File: config.mk
export PLATFORM = sky130hd
export DESIGN_NAME = lcd_scan_ctrl
export DESIGN_NICKNAME = d
export VERILOG_FILES = /design/src/rtl/lcd_scan_ctrl.sv
export SDC_FILE = /design/constraint.sdc
export NUM_CORES = 1
export LEC_CHECK = 0
export CORE_AREA = 10 10 111 113
export CTS_CLUSTER_SIZE = 28
export DETAILED_ROUTE_END_ITERATION = 7
export DIE_AREA = 0 0 121 123
export GPL_TIMING_DRIVEN = 0
export PLACE_DENSITY = 0.57
export REMOVE_ABC_BUFFERS = 1
export SYNTH_ARGS = -nofsm -noshare
export SYNTH_HDL_FRONTEND = slang
export SYNTH_SLANG_ARGS = --single-unit
File: constraint.sdc
create_clock -name clk -period 4.1 [get_ports clk]
set_input_delay 1.025 -clock clk [delete_from_list [all_inputs] [get_ports clk]]
set_output_delay 1.025 -clock clk [all_outputs]
set_load 0.01 [all_outputs]
File: src/rtl/lcd_scan_ctrl.sv
// Raster scan controller for a parallel-RGB LCD: walks the frame, issues active-area
// coordinates and animation phase, and delays DE/HSYNC/VSYNC by the renderer latency.
module lcd_scan_ctrl #(
  parameter int H_ACTIVE = 480,
  parameter int H_FP     = 32,
  parameter int H_BP     = 40,
  parameter int H_SYNC   = 8,
  parameter int V_ACTIVE = 272,
  parameter int V_FP     = 32,
  parameter int V_BP     = 16,
  parameter int V_SYNC   = 8,
  parameter int PIPE_LAT = 2
) (
  input  logic       clk,
  input  logic       rst_n,
  input  logic       en,
  output logic [9:0] px_x,
  output logic [9:0] px_y,
  output logic       px_valid,
  output logic [7:0] phase,
  output logic       frame_start,
  output logic       DE,
  output logic       HSYNC,
  output logic       VSYNC,
  output logic       busy
);

  localparam int H_TOTAL = H_FP + H_ACTIVE + H_BP;
  localparam int V_TOTAL = V_FP + V_ACTIVE + V_BP;

  localparam logic [9:0] H_LAST   = 10'(H_TOTAL - 1);
  localparam logic [9:0] V_LAST   = 10'(V_TOTAL - 1);
  localparam logic [9:0] H_BEG    = 10'(H_FP);
  localparam logic [9:0] H_END    = 10'(H_FP + H_ACTIVE);
  localparam logic [9:0] V_BEG    = 10'(V_FP);
  localparam logic [9:0] V_END    = 10'(V_FP + V_ACTIVE);
  localparam logic [9:0] HS_START = 10'(H_TOTAL - H_SYNC);
  localparam logic [9:0] VS_START = 10'(V_TOTAL - V_SYNC);

  typedef enum logic [1:0] {
    S_IDLE = 2'd0,
    S_RUN  = 2'd1,
    S_STOP = 2'd2
  } state_e;

  state_e     state_q, state_d;
  logic [9:0] x_q, x_d;
  logic [9:0] y_q, y_d;
  logic [8:0] fc_q, fc_d;

  logic       scanning;
  logic       last_px;

  assign scanning = (state_q != S_IDLE);
  assign last_px  = (x_q == H_LAST) && (y_q == V_LAST);

  // Stopping is only ever committed at the last pixel, so no frame is truncated.
  always_comb begin
    state_d = state_q;
    case (state_q)
      S_IDLE: begin
        if (en) state_d = S_RUN;
      end
      S_RUN: begin
        if (!en) state_d = last_px ? S_IDLE : S_STOP;
      end
      S_STOP: begin
        if (en)           state_d = S_RUN;
        else if (last_px) state_d = S_IDLE;
      end
      default: state_d = S_IDLE;
    endcase
  end

  always_comb begin
    x_d  = x_q;
    y_d  = y_q;
    fc_d = fc_q;
    if (!scanning) begin
      x_d = 10'd0;
      y_d = 10'd0;
    end else if (x_q == H_LAST) begin
      x_d = 10'd0;
      if (y_q == V_LAST) begin
        y_d  = 10'd0;
        fc_d = fc_q + 9'd1;
      end else begin
        y_d = y_q + 10'd1;
      end
    end else begin
      x_d = x_q + 10'd1;
    end
  end

  always_ff @(posedge clk or negedge rst_n) begin
    if (!rst_n) begin
      state_q <= S_IDLE;
      x_q     <= 10'd0;
      y_q     <= 10'd0;
      fc_q    <= 9'd0;
    end else begin
      state_q <= state_d;
      x_q     <= x_d;
      y_q     <= y_d;
      fc_q    <= fc_d;
    end
  end

  // Registered view of the current scan position.
  logic       active;
  logic       px_valid_q, px_valid_d;
  logic [9:0] px_x_q, px_x_d;
  logic [9:0] px_y_q, px_y_d;
  logic [7:0] phase_q, phase_d;
  logic       fs_q, fs_d;
  logic       busy_q, busy_d;
  logic       hs_raw_q, hs_raw_d;
  logic       vs_raw_q, vs_raw_d;

  assign active = scanning &&
                  (x_q >= H_BEG) && (x_q < H_END) &&
                  (y_q >= V_BEG) && (y_q < V_END);

  // Phase folds the 9-bit frame count into a triangle so 255 repeats instead of wrapping.
  always_comb begin
    px_valid_d = active;
    px_x_d     = active ? (x_q - H_BEG) : 10'd0;
    px_y_d     = active ? (y_q - V_BEG) : 10'd0;
    fs_d       = scanning && (x_q == 10'd0) && (y_q == 10'd0);
    busy_d     = scanning;
    hs_raw_d   = ~(scanning && (x_q >= HS_START));
    vs_raw_d   = ~(scanning && (y_q >= VS_START));
    phase_d    = phase_q;
    if (fs_d) phase_d = fc_q[8] ? (8'd255 - fc_q[7:0]) : fc_q[7:0];
  end

  always_ff @(posedge clk or negedge rst_n) begin
    if (!rst_n) begin
      px_valid_q <= 1'b0;
      px_x_q     <= 10'd0;
      px_y_q     <= 10'd0;
      phase_q    <= 8'd0;
      fs_q       <= 1'b0;
      busy_q     <= 1'b0;
      hs_raw_q   <= 1'b1;
      vs_raw_q   <= 1'b1;
    end else begin
      px_valid_q <= px_valid_d;
      px_x_q     <= px_x_d;
      px_y_q     <= px_y_d;
      phase_q    <= phase_d;
      fs_q       <= fs_d;
      busy_q     <= busy_d;
      hs_raw_q   <= hs_raw_d;
      vs_raw_q   <= vs_raw_d;
    end
  end

  assign px_valid    = px_valid_q;
  assign px_x        = px_x_q;
  assign px_y        = px_y_q;
  assign phase       = phase_q;
  assign frame_start = fs_q;
  assign busy        = busy_q;

  // Sync delay line; while idle the raw stage already carries the fill values.
  generate
    if (PIPE_LAT == 0) begin : g_direct
      assign DE    = px_valid_q;
      assign HSYNC = hs_raw_q;
      assign VSYNC = vs_raw_q;
    end else begin : g_delay
      logic [PIPE_LAT-1:0] de_sr_q;
      logic [PIPE_LAT-1:0] hs_sr_q;
      logic [PIPE_LAT-1:0] vs_sr_q;

      always_ff @(posedge clk or negedge rst_n) begin
        if (!rst_n) begin
          de_sr_q <= '0;
          hs_sr_q <= '1;
          vs_sr_q <= '1;
        end else begin
          de_sr_q[0] <= px_valid_q;
          hs_sr_q[0] <= hs_raw_q;
          vs_sr_q[0] <= vs_raw_q;
          for (int i = 1; i < PIPE_LAT; i++) begin
            de_sr_q[i] <= de_sr_q[i-1];
            hs_sr_q[i] <= hs_sr_q[i-1];
            vs_sr_q[i] <= vs_sr_q[i-1];
          end
        end
      end

      assign DE    = de_sr_q[PIPE_LAT-1];
      assign HSYNC = hs_sr_q[PIPE_LAT-1];
      assign VSYNC = vs_sr_q[PIPE_LAT-1];
    end
  endgenerate

endmodule

==> metrics <==
run status finished, final reports clean; final hold viol count 0; Leak approximately 1.8 nW; n_diodes 0; CTS HTree Levels 3; first-pass GRT wire length ~10000 um; Tot GR Track Use 0.0887; clock buffer count from CTS 9; CTS tree built; RSZ-0062 raised after global routing false; post-CTS sizing 0; Worst-Skew Late Latency ~350 ps; Total Power ~1.4 mW; EDFF count, synth 0; hold depth 0; Internal Power 1.04 mW; vias in the first global route 2027; Worst Path Arrival 2940 ps; delay-heaviest family, CP simple AND/OR/NAND/NOR gates; commonest non-fill, non-tap cells in the layout dfrtp_1 (64), clkdlybuf4s50_1 (35), nor2_1 (28), xnor2_1 (16), xor2_1 (14); CP Depth 4; post-synthesis sequential area ratio 0.552; busiest layer in global routing met2; switch share 0.236; shortest period the worst path allows 2710 ps; Worst Reg-to-Reg Cells 4; # port buffers 36; TritonRoute pass-1 iters 4; Worst Tran Pin Value about 870 ps; CP Cell Sequence or4_4 > or2_0 > or4_1 > mux2_4; worst min path class reg -> reg; row count 37; TritonCTS sink count 70; max cap viols 0; chip width ~120 um; Detail Route Antenna Nets 0; critical path class reg -> reg; final wirelength approximately 6300 um; CTS Hold Bufs 0; postcts setup bufs 0; Async S/R FF share, synth 1.00; post-synthesis cell type count just under 50; Initial Util 0.315; Net Sw Power approximately 320 uW; Post-Synth XOR/XNOR Area 0.0824; slowest stage delay, CP about 810 ps; nets between 300 and 400; setup TNS 0 ps; post-synthesis register bit count 70; final setup vio count 0; final period utilization 0.661; met1 Track Usage GR 0.115; top_reg_cell synth dfrtp_1; Syn Inst Count around 280; Power Dens Cells around 350 nW/um^2; hpwl dp between 4000 and 5000 um; die area between 10000 and 15000 sq um; post-synthesis compound-gate area fraction 0.0537; worst path required time around 4300 ps; layout cells sized above 1 0.110; Fill cells just under 1000; largest family of logic cells by synthesized area simple AND/OR/NAND/NOR gates; largest net degree at the start of global routing 71; critical path's slowest cell or4_1; adder-cell area share of the yosys netlist 0.0432; Placeable Area between 10000 and 15000 sq um; overall via count from detail_route approximately 2100; met2 GRT Util 0.129; routed vias/inst 4.59; die height roughly 120 um; clock network power share 0.400; grt total ovfl 0; Post-Syn Area roughly 3200 sq um; reg2reg setup slack approximately 1400 ps; met3 usage 0.0283; Longest Clk Path Bufs 2; fin worst setup slack roughly 1400 ps; Non-Filler Instances around 460; routability-driven placement congestion ratio 0.778; synthesis warning total 0; post-synthesis mux area share 0.0443; detailed-route DRC error count 0; Worst Path Max Fanout 9; Area growth syn-to-layout 20.5%; I/O pin total 37; clock transition at the registers of the reported paths approximately 70 ps; Post-Synth Simple-Gate Area 0.184; placed insts between 400 and 500; type of origin of the critical path register; Avg Cell Area, Syn about 11 sq um; f_max 0.369 GHz; most common cell after layout, fill and taps aside dfrtp_1; Slew Limit Fails 0; combinational share of power 0.071; drt wl/cell between 10 and 15 um; pre-CTS WS 1410 ps; Max IR drop VDD about 130 uV; worst path bufs/invs 0; initial antenna violation count 0; CP endpoint kind register; Clk Tree Root Cell clkbuf_8; Iter 0 DRT Violations 180; Slew headroom 0.419; Seq pwr share 0.528; skew final about 9.6 ps
## per-layer routing
layer	wire, um	vias up
li1	-	1031
met1	3010	1024
met2	2910	24
met3	301	10
met4	117	0
met5	0	-
## Yosys cell counts, types with 2 or more instances
master / count / area, sq um
o31ai_1: 3 / 22.5
mux2_4: 8 / 120
ha_1: 11 / 138
buf_1: 2 / 7.51
nor4_1: 7 / 43.8
inv_1: 13 / 48.8
dfstp_2: 6 / 158
a31oi_1: 2 / 12.5
and3_1: 5 / 31.3
nor4b_1: 3 / 26.3
nor3_1: 9 / 45.0
and2_1: 10 / 62.6
o21ai_0: 4 / 20.0
nand2_1: 13 / 48.8
xnor2_1: 16 / 140
nand3_1: 10 / 50.1
or3_1: 3 / 18.8
buf_6: 3 / 33.8
or4_1: 3 / 22.5
nor2_1: 28 / 105
xor2_1: 14 / 123
nor3b_1: 3 / 22.5
nand4_1: 3 / 18.8
nand2b_1: 3 / 18.8
clkbuf_1: 9 / 33.8
a21oi_1: 3 / 15.0
dfrtp_1: 64 / 1600
o21a_1: 2 / 15.0
## kinds of logic after synthesis
logic type / Yosys count
and+or+nand+nor: 108
DFF: 70
xor gates and xnor gates: 30
buffers and inverters: 28
AOI/OAI and AO/OA: 24
adders and majority gates: 11
muxes: 10
## per-stage QoR
stage,instance area [sq um],hold slack (ps),util
2_1_floorplan,3110,331,-
3_3_place_gp,3640,333,0.359
3_5_place_dp,3650,336,0.360
4_1_cts,3840,352,0.379
5_1_grt,3840,353,0.379
6_report,3840,349,0.379
## layout make-up
type | count | area, sq um | area share
clock inverter | 4 | 47.5 | 0.0124
multi-input combinational | 183 | 1310 | 0.340
tap | 136 | 170 | 0.0443
timing repair buffer | 37 | 365 | 0.0951
sequential | 70 | 1760 | 0.458
clock buffer | 12 | 145 | 0.0378
inverter | 13 | 48.8 | 0.0127
## path summary, 6_finish.rpt
check,start,end
max in group asynchronous,rst_n,phase[1]
worst min register to register,g_delay.de_sr_q[0],g_delay.de_sr_q[1]
worst max-delay path,x_q[7],phase[6]
worst min-delay path,g_delay.de_sr_q[0],g_delay.de_sr_q[1]
min in group asynchronous,rst_n,x_q[7]
worst max register to register,x_q[7],phase[6]
## power by group through the flow
stage          Sequential, mW  Combinational, mW  Clock (mW)
2_1_floorplan           0.729             0.0533           0
3_3_place_gp            0.731             0.0950           0
3_5_place_dp            0.730             0.0981           0
4_1_cts                 0.717             0.0987       0.564
5_1_grt                 0.719              0.107       0.599
6_report                0.717             0.0967       0.543
## flip-flops by register name (all words and copies together), names as in the netlist, 2 cells and up
signal	flops
px_x	10
px_y	10
x_q	10
y_q	10
fc_q	9
phase	8
g_delay.de_sr_q	2
g_delay.hs_sr_q	2
g_delay.vs_sr_q	2
state_q	2
Note: power is estimated with default switching activity, not from simulation.
